## config.mk

```make
export PLATFORM = sky130hd
export DESIGN_NAME = mem_stage
export DESIGN_NICKNAME = d
export VERILOG_FILES = /design/src/rtl/mem_pkg.sv /design/src/rtl/mem_lane_align.sv /design/src/rtl/mem_stage.sv
export SDC_FILE = /design/constraint.sdc
export NUM_CORES = 1
export LEC_CHECK = 0
export CAP_MARGIN = 5
export CORE_AREA = 2 2 182 184
export CTS_BUF_LIST = sky130_fd_sc_hd__clkbuf_4 sky130_fd_sc_hd__clkbuf_8
export DETAILED_ROUTE_END_ITERATION = 16
export DIE_AREA = 0 0 184 186
export PLACE_DENSITY = 0.64
export SLEW_MARGIN = 10
export SYNTH_ARGS = -nofsm -noshare
export SYNTH_HDL_FRONTEND = slang
export SYNTH_SLANG_ARGS = --single-unit
```

## constraint.sdc

```tcl
create_clock -name CLK -period 3.37 [get_ports CLK]
set_input_delay 0.674 -clock CLK [delete_from_list [all_inputs] [get_ports CLK]]
set_output_delay 0.674 -clock CLK [all_outputs]
set_load 0.005 [all_outputs]
```

## src/rtl/mem_pkg.sv

```systemverilog
`default_nettype none
// +----------------------------------------------------------------------------+
// | mem_pkg: opcodes, FSM states and access-size helpers for the memory stage. |
// | Revision: 1.0                                                              |
// +----------------------------------------------------------------------------+
package mem_pkg;

    localparam logic [5:0] c_op_lb  = 6'h20;
    localparam logic [5:0] c_op_lh  = 6'h21;
    localparam logic [5:0] c_op_lw  = 6'h23;
    localparam logic [5:0] c_op_lbu = 6'h24;
    localparam logic [5:0] c_op_lhu = 6'h25;
    localparam logic [5:0] c_op_sb  = 6'h28;
    localparam logic [5:0] c_op_sh  = 6'h29;
    localparam logic [5:0] c_op_sw  = 6'h2B;

    typedef enum logic [1:0] {
        IDLE = 2'd0,
        ACC1 = 2'd1,
        ACC2 = 2'd2,
        DONE = 2'd3
    } mem_state_t;

    typedef enum logic [1:0] {
        SZ_BYTE = 2'd0,
        SZ_HALF = 2'd1,
        SZ_WORD = 2'd2
    } acc_size_t;

    // Unknown opcodes fall back to a full-word access.
    function automatic acc_size_t op_size(input logic [5:0] op);
        case (op)
            c_op_lb, c_op_lbu, c_op_sb: op_size = SZ_BYTE;
            c_op_lh, c_op_lhu, c_op_sh: op_size = SZ_HALF;
            default:                    op_size = SZ_WORD;
        endcase
    endfunction

    function automatic logic op_signed(input logic [5:0] op);
        op_signed = (op == c_op_lb) || (op == c_op_lh);
    endfunction

endpackage
`default_nettype wire

```

## src/rtl/mem_lane_align.sv

```systemverilog
`default_nettype none
// +----------------------------------------------------------------------------+
// | mem_lane_align: big-endian store lane/byte-enable generation and load      |
// | extraction with sign/zero extension. Purely combinational.                 |
// | Revision: 1.0                                                              |
// +----------------------------------------------------------------------------+
module mem_lane_align
    import mem_pkg::*;
(
    input  logic [5:0]  opcode,
    input  logic        write,
    input  logic [1:0]  addr_lo,
    input  logic [31:0] store_data,
    input  logic [31:0] rdata,
    output logic [3:0]  be,
    output logic [31:0] wdata,
    output logic [31:0] load_data
);

    acc_size_t   w_size;
    logic        w_sign;
    logic [7:0]  w_byte;
    logic [15:0] w_half;

    always_comb begin
        w_size = op_size(opcode);
        w_sign = op_signed(opcode);
        be     = 4'b1111;
        wdata  = store_data;

        // Sub-word stores replicate across lanes; enables pick the target lane.
        case (w_size)
            SZ_BYTE: begin
                wdata = {4{store_data[7:0]}};
                if (write) be = 4'b1000 >> addr_lo;
            end
            SZ_HALF: begin
                wdata = {2{store_data[15:0]}};
                if (write) be = addr_lo[1] ? 4'b0011 : 4'b1100;
            end
            default: ;
        endcase

        case (addr_lo)
            2'd0:    w_byte = rdata[31:24];
            2'd1:    w_byte = rdata[23:16];
            2'd2:    w_byte = rdata[15:8];
            default: w_byte = rdata[7:0];
        endcase
        w_half = addr_lo[1] ? rdata[15:0] : rdata[31:16];

        case (w_size)
            SZ_BYTE: load_data = {{24{w_sign & w_byte[7]}}, w_byte};
            SZ_HALF: load_data = {{16{w_sign & w_half[15]}}, w_half};
            default: load_data = rdata;
        endcase
    end

endmodule
`default_nettype wire

```

## src/rtl/mem_stage.sv

```systemverilog
`default_nettype none
// +----------------------------------------------------------------------------+
// | mem_stage: dual-slot memory stage serializing two accesses over req/ack.   |
// | Optional MEM_PERF_CNT_EN adds the mem_stall_cycles counter output.         |
// | Revision: 1.0                                                              |
// +----------------------------------------------------------------------------+
module mem_stage
    import mem_pkg::*;
(
    input  logic        CLK,
    input  logic        RESET,
    input  logic [31:0] aluResult1_PR,
    input  logic [31:0] aluResult2_PR,
    input  logic [31:0] readDataB1_PR,
    input  logic [31:0] readDataB2_PR,
    input  logic [31:0] Instr1_PR,
    input  logic [31:0] Instr2_PR,
    input  logic        MemRead1_PR,
    input  logic        MemRead2_PR,
    input  logic        MemWrite1_PR,
    input  logic        MemWrite2_PR,
    input  logic        MemtoReg1_PR,
    input  logic        MemtoReg2_PR,
    input  logic        do_writeback1_PR,
    input  logic        do_writeback2_PR,
    input  logic [4:0]  writeRegister1_PR,
    input  logic [4:0]  writeRegister2_PR,
    output logic        dmem_req,
    output logic        dmem_we,
    output logic [31:0] dmem_addr,
    output logic [3:0]  dmem_be,
    output logic [31:0] dmem_wdata,
    input  logic        dmem_ack,
    input  logic [31:0] dmem_rdata,
    output logic        MEM_stall,
    output logic [31:0] Data1_MEM,
    output logic [31:0] Data2_MEM,
    output logic [4:0]  writeRegister1_MEM,
    output logic [4:0]  writeRegister2_MEM,
    output logic        do_writeback1_MEM,
    output logic        do_writeback2_MEM,
    output logic [31:0] Data1_WB,
    output logic [31:0] Data2_WB,
    output logic [4:0]  writeRegister1_WB,
    output logic [4:0]  writeRegister2_WB,
    output logic        do_writeback1_WB,
`ifdef MEM_PERF_CNT_EN
    output logic [31:0] mem_stall_cycles,
`endif
    output logic        do_writeback2_WB
);

    mem_state_t  r_state;
    mem_state_t  w_next;
    logic        r_req;
    logic [31:0] r_load1;
    logic [31:0] r_load2;

    logic        w_op1;
    logic        w_op2;
    logic        w_ack;
    logic        w_sel2;
    logic [5:0]  w_opcode;
    logic [31:0] w_addr;
    logic [31:0] w_sdata;
    logic        w_write;
    logic [3:0]  w_be;
    logic [31:0] w_wdata;
    logic [31:0] w_load;
    logic        w_unused;

    assign w_op1    = MemRead1_PR | MemWrite1_PR;
    assign w_op2    = MemRead2_PR | MemWrite2_PR;
    assign w_ack    = dmem_ack & r_req;
    assign w_unused = ^{Instr1_PR[25:0], Instr2_PR[25:0]};

    always_ff @(posedge CLK or negedge RESET) begin
        if (!RESET) begin
            r_state <= IDLE;
            r_req   <= 1'b0;
        end else begin
            r_state <= w_next;
            r_req   <= (w_next == ACC1) || (w_next == ACC2);
        end
    end

    always_comb begin
        w_next = r_state;
        case (r_state)
            IDLE: begin
                if (w_op1)      w_next = ACC1;
                else if (w_op2) w_next = ACC2;
            end
            ACC1: if (w_ack) w_next = w_op2 ? ACC2 : DONE;
            ACC2: if (w_ack) w_next = DONE;
            DONE: w_next = IDLE;
            default: w_next = IDLE;
        endcase
    end

    // The held execute register keeps the active slot's fields stable until ack.
    assign w_sel2   = (r_state == ACC2);
    assign w_opcode = w_sel2 ? Instr2_PR[31:26] : Instr1_PR[31:26];
    assign w_addr   = w_sel2 ? aluResult2_PR    : aluResult1_PR;
    assign w_sdata  = w_sel2 ? readDataB2_PR    : readDataB1_PR;
    assign w_write  = w_sel2 ? MemWrite2_PR     : MemWrite1_PR;

    mem_lane_align u_lane_align (
        .opcode     (w_opcode),
        .write      (w_write),
        .addr_lo    (w_addr[1:0]),
        .store_data (w_sdata),
        .rdata      (dmem_rdata),
        .be         (w_be),
        .wdata      (w_wdata),
        .load_data  (w_load)
    );

    assign dmem_req   = r_req;
    assign dmem_we    = r_req & w_write;
    assign dmem_addr  = r_req ? {w_addr[31:2], 2'b00} : 32'd0;
    assign dmem_be    = r_req ? w_be : 4'd0;
    assign dmem_wdata = dmem_we ? w_wdata : 32'd0;

    always_ff @(posedge CLK or negedge RESET) begin
        if (!RESET) begin
            r_load1 <= 32'd0;
            r_load2 <= 32'd0;
        end else begin
            if (w_ack && (r_state == ACC1)) r_load1 <= w_load;
            if (w_ack && (r_state == ACC2)) r_load2 <= w_load;
        end
    end

    assign MEM_stall = ((r_state == IDLE) && (w_op1 || w_op2)) ||
                       (r_state == ACC1) || (r_state == ACC2);

    assign Data1_MEM          = MemtoReg1_PR ? r_load1 : aluResult1_PR;
    assign Data2_MEM          = MemtoReg2_PR ? r_load2 : aluResult2_PR;
    assign writeRegister1_MEM = writeRegister1_PR;
    assign writeRegister2_MEM = writeRegister2_PR;
    assign do_writeback1_MEM  = do_writeback1_PR & ~MEM_stall;
    assign do_writeback2_MEM  = do_writeback2_PR & ~MEM_stall;

    // While stalled the WB register injects a bubble but keeps its payload.
    always_ff @(posedge CLK or negedge RESET) begin
        if (!RESET) begin
            Data1_WB          <= 32'd0;
            Data2_WB          <= 32'd0;
            writeRegister1_WB <= 5'd0;
            writeRegister2_WB <= 5'd0;
            do_writeback1_WB  <= 1'b0;
            do_writeback2_WB  <= 1'b0;
        end else if (!MEM_stall) begin
            Data1_WB          <= Data1_MEM;
            Data2_WB          <= Data2_MEM;
            writeRegister1_WB <= writeRegister1_PR;
            writeRegister2_WB <= writeRegister2_PR;
            do_writeback1_WB  <= do_writeback1_PR;
            do_writeback2_WB  <= do_writeback2_PR;
        end else begin
            do_writeback1_WB  <= 1'b0;
            do_writeback2_WB  <= 1'b0;
        end
    end

`ifdef MEM_PERF_CNT_EN
    logic [31:0] r_stall_cnt;

    always_ff @(posedge CLK or negedge RESET) begin
        if (!RESET)         r_stall_cnt <= 32'd0;
        else if (MEM_stall) r_stall_cnt <= r_stall_cnt + 32'd1;
    end

    assign mem_stall_cycles = r_stall_cnt;
`endif

endmodule
`default_nettype wire

```

## After elaboration in Yosys (flattened, before gate mapping)

Index checks and enable logic that the tools add are counted.

| operators by class | value |
|---|---|
| eq/ne operators | 14 |
| shifts and indexed selects | 1 |
| muxes and demuxes | 26 |
| bitwise logic cells | 9 |
| reduce and logical (&&, ||, !) cells | 13 |

Operators by type and width:

| operator | number |
|---|---|
| two-way mux 32 bit | 6 |
| case mux 32 bit (2 select lines) | 2 |
| == test 6 bit, second input constant | 6 |
| case mux 8 bit (3 select lines) | 1 |
| two-way mux 16 bit | 1 |
| two-way mux 4 bit | 4 |
| == test 2 x 1 -> 1 bit, second input constant | 4 |
| == test 2 bit, second input constant | 4 |
| two-way mux 2 bit | 4 |
| case mux 2 bit (4 select lines) | 1 |
| case mux 4 bit (2 select lines) | 1 |
| bitwise AND 1 bit | 6 |
| zero test 2 bit | 3 |
| two-way mux 6 bit | 1 |
| OR reduction 3 bit | 2 |
| logical OR 1 bit | 5 |
| two-way mux 1 bit | 4 |
| case mux 2 bit (2 select lines) | 1 |
| >> shifter 4 x 2 -> 4 bit, first input constant | 1 |
| logical AND 1 bit | 3 |
| bitwise OR 1 bit | 2 |
| NOT 1 bit | 1 |

| storage, ports and cells | value |
|---|---|
| flip-flop bits (word level) | 143 |
| input port bits | 245 |
| logic and storage cells | 73 |

## Logic depth before layout (Yosys ltp)

Gate-level depths: netlist of the first run.

| logic depth | value |
|---|---|
| depth in word-level cells | 8 |
| mapped depth | 10 |

## Cells and area by module

A second synthesis of the first run with hierarchy kept.

| unflattened totals | value |
|---|---|
| cells, all modules | 860 |
| area total of the unflattened synthesis | 8,714.6 µm² |

By module, submodules not included:

| module | instances | cells each | area each (µm²) | seq. area each (µm²) |
|---|---|---|---|---|
| mem_stage | 1 | 678 | 7,537.2 | 3,578.4 |
| mem_lane_align | 1 | 182 | 1,177.4 | 0.0 |

## Worst setup path after synthesis of the first run

Ideal clock, no wire load.

| timing path | value |
|---|---|
| path kind | in2out |
| start point | in Instr1_PR[30] |
| end point | out dmem_wdata[10] |
| arrival time | 2.116 ns |
| path slack | 0.580 ns |
| cell stages on the path | 7 |
| buffers on the path | 2 |
| cells stage by stage | nor3b_1 nand3_1 and2_1 buf_6 buf_6 o211a_1 a211oi_2 |

| on the way | value |
|---|---|
| cells in the longest elaborated chain, start to end | 7 |

RTL lines:

| item | RTL line | text |
|---|---|---|
| start: declaration | mem_stage.sv:16 | `input logic [31:0] Instr1_PR,` |
| two-way mux 6 bit * | mem_stage.sv:103 | `assign w_opcode = w_sel2 ? Instr2_PR[31:26] : Instr1_PR[31:26];` |
| == test 6 bit | mem_pkg.sv:32 | `case (op)` |
| OR reduction 3 bit | mem_pkg.sv:32 |  |
| case mux 2 bit (2 select lines) * | mem_pkg.sv:32 |  |
| == test 2 x 1 -> 1 bit or zero test 2 bit (tied branches) | mem_lane_align.sv:32 | `case (w_size)` |
| case mux 32 bit (2 select lines) * | mem_lane_align.sv:32 |  |
| two-way mux 32 bit * | mem_stage.sv:123 | `assign dmem_wdata = dmem_we ? w_wdata : 32'd0;` |
| end: declaration | mem_stage.sv:32 | `output logic [31:0] dmem_wdata,` |

Mark *: on every way between the ends. The rest lies on a longest branch, timed or not.

## Worst setup path after layout of the first run

| timing path | value |
|---|---|
| start point | in Instr1_PR[31] |
| end point | out dmem_be[0] |

| on the way | value |
|---|---|
| cells in the longest elaborated chain, start to end | 7 |

RTL lines:

| item | RTL line | text |
|---|---|---|
| two-way mux 6 bit * | mem_stage.sv:103 |  |
| == test 6 bit | mem_pkg.sv:32 |  |
| OR reduction 3 bit | mem_pkg.sv:32 |  |
| case mux 2 bit (2 select lines) * | mem_pkg.sv:32 |  |
| == test 2 x 1 -> 1 bit or zero test 2 bit (tied branches) | mem_lane_align.sv:32 |  |
| case mux 4 bit (2 select lines) * | mem_lane_align.sv:32 |  |
| two-way mux 4 bit * | mem_stage.sv:122 | `assign dmem_be = r_req ? w_be : 4'd0;` |
| end: declaration | mem_stage.sv:31 | `output logic [3:0] dmem_be,` |

Marks and branches as above.

==> impl_metrics.csv, run 1 <==
group,metric,value,unit
sta,finalCritPeriodShare,97.9,%
synth,ys_async_sr_fraction,100,%
critical_path,worstPathRequired,2700,ps
synth,synth_area_leader_cell,"dfrtp_1",
clock_network,cts_tree,"yes",
outcome,status,"complete, no violations",
final_layout,layout_commonest_cell,"clkdlybuf4s50_1",
drt,via_per_inst,5.18,
grt,grt_overflow,0,
power_and_ir_drop,ir_drop,356,uV
final_layout,final_cell_mix,"clkdlybuf4s50_1, nand2_1, dfrtp_1",
synth,synth_cell_types,60,
clock_network,cts_root_buf,"clkbuf_8",
final_layout,final_nets,1621,
grt,grt_max_degree,78,
drt,routed_wl,40.0,mm
drt,num_vias,9317,
clock_network,htreeDepth,4,
clock_network,cts.clk_slew.worst_paths,90,ps
critical_path,reg2reg_from,"dmem_req",
sta,maxSlewHeadroom,48.2,%
synth,synth.area.top_cells,"dfrtp_1, mux2_2, nand2_1",
final_layout,drive_above_1_share,22.2,%
grt,antenna_found_initial,5,
clock_network,clockBufferDepth,2,
die,num_io_pins,468,
final_layout,syn2layout_area_growth,61.5,%
sta,post-route-min-period,3300,ps
critical_path,startpoint_type,"primary input",
die,rows,66,
synth,netlist_area,8960,sq um
sta,maxSlewViolCount,0,
die,initial_core_util,27.8,%
grt,track_usage,22.4,%
final_layout,post-route-util,44.9,%
placement,globalplace.congestion,0.916,
grt,grt_pass1_wl,57.7,mm
placement,dp_hpwl,30.1,mm
clock_network,cts_made_buffers,17,
grt,grt_pass1_vias,9483,
placement,port_buffers,413,
drt,drt-initial-drc-count,716,
synth,synth_seq_cells,143,
critical_path,r2r_end,"r_load2[28]",
sta,setup_viol,0,
synth,synth.avg_cell_area,9.51,sq um
sta,worst_pin_slew,777,ps
critical_path,r2r_cells,6,
sta,layout_setup_ws,71.9,ps
synth,synth_ff_type,"dfrtp_1",
clock_network,clk_latency,450,ps
hold_path,hold_path.class,"primary input to asynchronous set/reset pin",
sta,finalSetupTns,0,ps
power_and_ir_drop,pwr_density_cell,741,nW/um^2
critical_path,path_max_fanout,8,
die,coreArea,32200,sq um
clock_network,ctsHoldBuffers,0,
flow_run,cap_violations,0,
clock_network,clock_sinks,143,
power_and_ir_drop,p_leak,6.02,nW
power_and_ir_drop,power,10.7,mW
placement,place_ws,-485,ps
synth,syn_inst,942,
sta,clock_skew,19.7,ps
sta,rsz0062_at_grt,"true",
drt,ant_nets,0,
critical_path,r2r_slack,680,ps
drt,remaining_drc_errors,0,
die,dieHeight,186,microns
synth,seq_area_frac_synth,39.9,%
drt,wire_per_inst,22.2,microns
synth,yosysTopAreaCellShare,39.9,%
critical_path,arrival,2620,ps
synth,synth_edf_count,0,
drt,drtPass1Iterations,7,
die,dieArea,34200,sq um
critical_path,crit_path_start,"Instr1_PR[31]",
critical_path,endpoint_kind,"output port",
synth,yosysWarnings,0,
critical_path,critical_path_class,"primary input to output port",
die,die_w,184,microns
sta,max_freq,303,MHz
sta,hold_violations,0,
## through the flow
step / hold slack [ps] / std cells / instance area, sq um
3_5_place_dp: 494 / 1747 / 13800
3_3_place_gp: 488 / 1747 / 13800
5_1_grt: 165 / 1799 / 14500
4_1_cts: 148 / 1788 / 14300
6_report: 158 / 1800 / 14500
2_1_floorplan: 378 / 943 / 8970
## critical path, cell delays in order
cell	delay (ps)
clkdlybuf4s50_1	450
nor3b_2	190
buf_4	150
nand3_2	110
and2_4	220
buf_4	160
nor2_4	130
a21boi_1	90
clkdlybuf4s50_1	450
## synth_stat cells (5+ instances only)
cell type / number
a211oi_1: 18
nor4_1: 8
o21ai_0: 36
nor3_1: 5
a221oi_1: 6
nand2b_1: 7
a21boi_0: 34
nand2_1: 145
nand3_1: 27
inv_1: 14
a31oi_1: 35
or3_1: 5
nand4_1: 14
a311oi_1: 8
a211oi_2: 6
o211ai_1: 14
and2_1: 32
buf_6: 5
clkbuf_1: 40
and3_1: 9
dfrtp_1: 143
mux2i_1: 12
buf_1: 5
a21oi_1: 32
buf_4: 14
mux2_2: 139
buf_2: 28
a22oi_1: 5
nor2_1: 42
o211a_1: 7
## how the worst max path moves through the flow
stage,slack (ps),cells after the start,to
5_1_grt,-5,9,dmem_wdata[16]
3_3_place_gp,-510,8,dmem_wdata[30]
4_1_cts,-80,8,dmem_wdata[30]
2_1_floorplan,580,7,dmem_wdata[10]
6_report,70,9,dmem_be[0]
3_5_place_dp,-490,9,dmem_wdata[30]
## what timing repair did
item | 4_1_cts | 5_1_grt
gates cloned | 2 | 2
setup buffers | 7 | 8
setup endpoints to repair | 53 | 14
pin swaps | 5 | 4
resized for setup | 53 | 7
## power breakdown
part	total, mW	internal (mW)	switching [mW]
clock network	1.42	0.622	0.800
registers	3.11	2.56	0.554
logic	6.19	3.55	2.64
## sequential cells by signal (all words and copies together), names as in the netlist
register / cells
Data1_WB: 32
Data2_WB: 32
r_load1: 32
r_load2: 32
writeRegister1_WB: 5
writeRegister2_WB: 5
r_state: 2
dmem_req: 1
do_writeback1_WB: 1
do_writeback2_WB: 1
## layer usage
| metal | global-route usage [%] | up-vias | wire length [microns] |
|---|---|---|---|
| li1 | - | 4272 | - |
| met1 | 28.3 | 4631 | 16800 |
| met2 | 38.1 | 365 | 19800 |
| met3 | 5.44 | 45 | 2650 |
| met4 | 6.27 | 4 | 663 |
| met5 | 0 | - | 34 |
## cells by family (layout without fill, tap and decap cells)
logic type | after synthesis | in the layout | synth area share [%]
AO/OA/AOI/OAI | 228 | 228 | 18.2
buffers and inverters | 107 | 551 | 5.89
flip-flops | 143 | 143 | 39.9
multiplexers | 155 | 155 | 19.5
other | 1 | 5 | 0.0418
AND/OR/NAND/NOR | 308 | 310 | 16.5
## final cells by class
type,count,area (sq um)
Clock buffer,17,234
Fill cell,3112,17700
Clock inverter,15,165
Multi-Input combinational cell,695,4990
Tap cell,408,510
Timing Repair Buffer,505,4940
Inverter,14,52.6
Antenna cell,3,7.51
Sequential cell,143,3580
(Power assumes the default switching activity.)
==> run 2: changes to the inputs <==
PLACE_DENSITY = 0.63   (was 0.64)
SKIP_LAST_GASP = 1   (was default)
SLEW_MARGIN = default   (was 10)
SYNTH_HIERARCHICAL = 1   (was default)
==> run 2 against run 1 <==
Compared with the run above:
- largest cell class is now buffers
- flip-flop and latch count did not move
- final area fell by 2.6%
- sequential share of layout area rose by 0.66 points
- critical path type unchanged
- routed wire length is 10% lower
- via count decreased by 14%
- fmax down 3.9%
- the run now ends with setup timing left
- synthesized area down 2.8%
- clock skew is 2.0 ps lower
- clock power is essentially flat
- power rose by 1.3%
==> impl_metrics.csv, run 2 <==
group,metric,value,unit
flow_run,cap_violations,0,
sta,max_freq,291,MHz
synth,synth_compound_gate_area_share,7.31,%
final_layout,layout_commonest_cell,"clkdlybuf4s50_1",
final_layout,drive_above_1_share,26.1,%
critical_path,r2r_cells,10,
critical_path,critical_path.top_delay_family,"buffers and inverters",
sta,maxSlewHeadroom,35.9,%
placement,port_buffers,413,
placement,dp_hpwl,26.8,mm
sta,hold_violations,0,
sta,rsz0062_at_grt,"true",
power_and_ir_drop,power,10.9,mW
drt,wire_per_inst,21.0,microns
final_layout,multiInputGateArea,4770,sq um
die,dieHeight,186,microns
outcome,status,"finished, violations left",
grt,grt_pass1_vias,8388,
clock_network,cts.clk_slew.worst_paths,110,ps
synth,synthMuxAreaShare,29.5,%
sta,hold_slack,210,ps
synth,synth_seq_cells,143,
synth,seq_area_frac_synth,41.1,%
grt,track_usage,20.3,%
synth,synth_cell_types,42,
synth,synth_ff_type,"dfrtp_1",
critical_path,worst-path-buf-inv,4,
clock_network,htreeDepth,4,
critical_path,arrival,2760,ps
sta,maxSlewViolCount,0,
synth,netlist_area,8710,sq um
drt,num_vias,8044,
critical_path,worst-path-stages,11,
synth,synth_area_leader_cell,"dfrtp_1",
die,num_io_pins,468,
power_and_ir_drop,pwr_density_cell,771,nW/um^2
sta,post-route-min-period,3430,ps
drt,routed_wl,35.8,mm
final_layout,fillers,3110,
synth,synth.avg_cell_area,10.1,sq um
die,dieArea,34200,sq um
drt,remaining_drc_errors,0,
synth,synth_edf_count,0,
critical_path,startpoint_type,"primary input",
synth,synth.area.top_cells,"dfrtp_1, mux2_2, nand2_1",
synth,ys_async_sr_fraction,100,%
placement,place_ws,-344,ps
synth,synth_common_cells,"nand2_1, mux2_2, dfrtp_1",
critical_path,path_max_fanout,5,
power_and_ir_drop,ir_drop,401,uV
drt,via_per_inst,4.73,
synth,yosysMostFrequentCell,"nand2_1",
grt,grt_max_degree,71,
sta,finalCritPeriodShare,102,%
synth,yosys.area_share.simple,16.8,%
synth,yosysTopAreaCellShare,41.1,%
outcome,violations,"setup timing",
synth,synthAdderAreaFrac,0,%
clock_network,cts_tree,"yes",
hold_path,hold_path.class,"primary input to asynchronous set/reset pin",
critical_path,endpoint_kind,"output port",
die,coreArea,32200,sq um
critical_path,cp_slowest_cell,"clkdlybuf4s50_1",
final_layout,final_nets,1521,
sta,layout_setup_ws,-62.2,ps
power_and_ir_drop,p_leak,6.27,nW
critical_path,worstPathCellList,"clkdlybuf4s50_1 > nand2_1 > nand2_1 > or3b_4 > a21o_4 > nor2_4 > buf_12 > buf_8 > mux2_2 > and3b_1 > clkbuf_2",
placement,globalplace.congestion,0.765,
final_layout,regArea,3580,sq um
synth,synth_top_family_by_area,"multiplexers",
critical_path,critical_path_class,"primary input to output port",
die,rows,66,
sta,clock_skew,17.8,ps
clock_network,cts_made_buffers,17,
grt,grt_pass1_wl,51.5,mm
drt,drtPass1Iterations,5,
drt,ant_nets,0,
final_layout,final_cell_mix,"clkdlybuf4s50_1, nand2_1, mux2_2",
synth,syn_inst,860,
die,die_w,184,microns
sta,worst_pin_slew,961,ps
critical_path,worstPathRequired,2700,ps
clock_network,ctsHoldBuffers,0,
die,initial_core_util,27.1,%
clock_network,clock_sinks,143,
critical_path,cp_common_cell,"nand2_1",
sta,setup_viol,10,
synth,synth_xor_area_share,0,%
critical_path,slowest_delay,450,ps
clock_network,cts_root_buf,"clkbuf_8",
grt,grt_overflow,0,
grt,antenna_found_initial,4,
synth,yosysWarnings,6,
clock_network,clk_latency,450,ps
clock_network,clockBufferDepth,2,
drt,drt-initial-drc-count,277,
final_layout,syn2layout_area_growth,61.7,%
-- run 2: cell families (layout without fill, tap and decap cells) --
kind of cell,count (synthesis),after routing
buffers and inverters,89,517
muxes,228,228
AOI/OAI and AO/OA,86,86
DFF,143,143
and+or+nand+nor,313,313
other,1,5
-- run 2: final timing paths --
path	from	slack [ps]	endpoint
setup / recovery	Instr1_PR[31]	-60	dmem_wdata[9]
hold / removal	RESET	210	Data1_WB[25]
setup reg to reg	r_state[1]	400	r_load1[14]
hold reg to reg	Data1_WB[27]	490	Data1_WB[27]
max in group asynchronous	RESET	2400	r_load2[0]
min in group CLK	Data1_WB[27]	490	Data1_WB[27]
-- run 2: report_power, final --
| part | internal, mW | switching [mW] | total, mW |
|---|---|---|---|
| clock network | 0.657 | 0.792 | 1.45 |
| registers | 2.58 | 0.477 | 3.06 |
| logic | 3.77 | 2.58 | 6.35 |
| total | 7.01 | 3.85 | 10.9 |
-- run 2: per-stage QoR --
step,util (%),cells,cell area (sq um),TNS (ps)
2_1_floorplan,-,861,8720,0
3_3_place_gp,41.6,1644,13400,-7260
3_5_place_dp,41.6,1644,13400,-7230
4_1_cts,43.5,1690,14000,-1780
5_1_grt,43.7,1698,14100,-2210
6_report,43.8,1700,14100,-275
-- run 2: repair_timing --
action / CTS / global route
buffers inserted: 12 / 6
resized for setup: 74 / 36
cloned: 2 / 2
pin swaps: 2 / 3
endpoints found under the setup margin: 36 / 42
endpoints found under the hold margin: 0 / 0
-- run 2: layer usage --
metal	global-route usage [%]	up-vias	wire (microns)
met2	37.8	294	18200
met1	23.1	3933	14500
met3	5.56	27	2500
met5	0	-	11
li1	-	3788	-
met4	4.29	2	517
-- run 2: cell type report --
| cell class | count | share of cell area [%] |
|---|---|---|
| clock buffers | 19 | 1.86 |
| flip-flops and latches | 143 | 25.4 |
| clock inverters | 13 | 1.05 |
| diodes | 3 | 0.0533 |
| multi-input cells | 629 | 33.8 |
| repair buffers | 482 | 34.1 |
| inverters | 3 | 0.0799 |
| well taps | 408 | 3.62 |
==> run 3: changes to the inputs <==
CORE_AREA = 2 2 180 182   (was 2 2 182 184)
DIE_AREA = 0 0 182 184   (was 0 0 184 186)
PLACE_DENSITY = 0.64   (was 0.63)
==> run 3 against run 2 <==
Compared with the run above:
- the flow still finishes with violations (setup timing)
- utilization increased by 0.91 points
- register-to-register slack about the same
- die area decreased by 2.2%
- via count decreased by 0.14%
- final area decreased by 0.51%
- clock power about the same
- power decreased by 0.55%
- worst hold slack got worse by 51 ps
==> impl_metrics.csv, run 3 (synthesized netlist as in run 2, its figures left out) <==
group,metric,value,unit
critical_path,r2r_end,"r_load1[13]",
drt,remaining_drc_errors,0,
final_layout,final_cell_mix,"clkdlybuf4s50_1, nand2_1, mux2_2",
clock_network,clockBufferDepth,2,
placement,globalplace.congestion,0.769,
flow_run,cap_violations,0,
die,die_w,182,microns
sta,layout_setup_ws,-164,ps
die,initial_core_util,27.8,%
grt,grt_pass1_wl,51.2,mm
die,num_io_pins,468,
sta,finalSetupTns,-913,ps
die,rows,65,
drt,drtPass1Iterations,4,
final_layout,drive_above_1_share,26.0,%
clock_network,cts.clk_slew.worst_paths,90,ps
sta,hold_violations,0,
power_and_ir_drop,power,10.8,mW
critical_path,worstPathRequired,2700,ps
clock_network,clock_sinks,143,
grt,track_usage,20.3,%
sta,maxSlewHeadroom,36.5,%
grt,grt_max_degree,61,
drt,wire_per_inst,20.7,microns
outcome,violations,"setup timing",
sta,rsz0062_at_grt,"true",
die,coreArea,31400,sq um
critical_path,r2r_slack,410,ps
critical_path,worstPathCellList,"buf_4 > nand2b_4 > buf_4 > nand2_1 > nand2_1 > buf_12 > mux2i_1 > buf_4 > o21ai_1 > and3b_2 > clkdlybuf4s50_1",
outcome,status,"finished, violations left",
final_layout,final_nets,1517,
die,dieArea,33500,sq um
clock_network,cts_made_buffers,17,
final_layout,layout_commonest_cell,"clkdlybuf4s50_1",
critical_path,critical_path_class,"flop to output port",
final_layout,final_area,14000,sq um
clock_network,cts_root_buf,"clkbuf_8",
clock_network,ctsHoldBuffers,0,
final_layout,syn2layout_area_growth,60.9,%
sta,clock_skew,19.0,ps
clock_network,cts_tree,"yes",
power_and_ir_drop,p_leak,6.24,nW
critical_path,slowest_delay,440,ps
critical_path,path_max_fanout,19,
critical_path,startpoint_type,"flop",
hold_path,hold_path.class,"primary input to asynchronous set/reset pin",
clock_network,htreeDepth,4,
grt,grt_pass1_vias,8324,
critical_path,cp_common_cell,"buf_4",
clock_network,clk_latency,450,ps
die,dieHeight,184,microns
grt,antenna_found_initial,2,
drt,num_vias,8033,
placement,dp_hpwl,26.7,mm
drt,ant_nets,0,
drt,via_per_inst,4.76,
grt,grt_overflow,0,
placement,port_buffers,413,
critical_path,endpoint_kind,"output port",
critical_path,arrival,2860,ps
drt,drt-initial-drc-count,233,
placement,place_ws,-394,ps
sta,worst_pin_slew,952,ps
placement,dpl_cell_area,13400,sq um
critical_path,r2r_cells,10,
sta,max_freq,283,MHz
drt,routed_wl,34.9,mm
power_and_ir_drop,ir_drop,358,uV
sta,maxSlewViolCount,0,
power_and_ir_drop,pwr_density_cell,770,nW/um^2
critical_path,cp_slowest_cell,"clkdlybuf4s50_1",
sta,post-route-min-period,3530,ps
sta,finalCritPeriodShare,105,%
sta,setup_viol,12,
critical_path,reg2reg_from,"r_state[1]",
## run 3: critical path: cells and delay by family, from the launching register on
kind	cells	cell delay [ps]
buffers and inverters	5	1210
and+or+nand+nor	4	500
DFF	1	400
muxes	1	220
AOI/OAI and AO/OA	1	50
## run 3: layout make-up
class	instances	area, sq um
tap	402	503
fill	2992	17400
clock inverter	13	165
sequential	143	3580
antenna	1	2.50
multi-input combinational	629	4770
inverter	3	11.3
timing repair buffer	478	4760
clock buffer	17	234
## run 3: how the worst max path moves through the flow
stage	from	endpoint	slack, ps	cells past startpoint
5_1_grt	r_state[1]	dmem_wdata[26]	-330	11
3_3_place_gp	Instr2_PR[30]	dmem_wdata[15]	-400	10
3_5_place_dp	Instr2_PR[30]	dmem_wdata[9]	-390	10
6_report	r_state[1]	dmem_wdata[26]	-160	11
2_1_floorplan	r_state[1]	dmem_wdata[10]	50	11
4_1_cts	r_state[0]	dmem_wdata[26]	-250	10
## run 3: metrics by stage
step | hold slack [ps] | utilization, % | cells
2_1_floorplan | 378 | - | 861
3_3_place_gp | 466 | 42.7 | 1636
3_5_place_dp | 476 | 42.7 | 1636
4_1_cts | 151 | 44.3 | 1675
5_1_grt | 163 | 44.7 | 1685
6_report | 160 | 44.7 | 1686
## run 3: power breakdown
part / total [mW] / switching, mW / leakage (nW) / internal [mW]
sequential: 3.08 / 0.496 / 1.72 / 2.59
clock: 1.44 / 0.711 / 0.202 / 0.728
combinational: 6.28 / 2.54 / 4.32 / 3.74
## run 3: repair_timing
action                     in CTS  in global routing
setup endpoints to repair      37                 38
cloned                          0                  2
pin swaps                       3                  6
gates resized for setup        74                 54
buffers inserted                9                  8
## run 3: metal layers
metal	part of all wire (%)	global-route usage, %	vias up
li1	-	-	3767
met2	52	37.7	319
met5	0.052	0	-
met1	39	22.4	3912
met3	7.4	6.22	33
met4	2.1	5.45	2
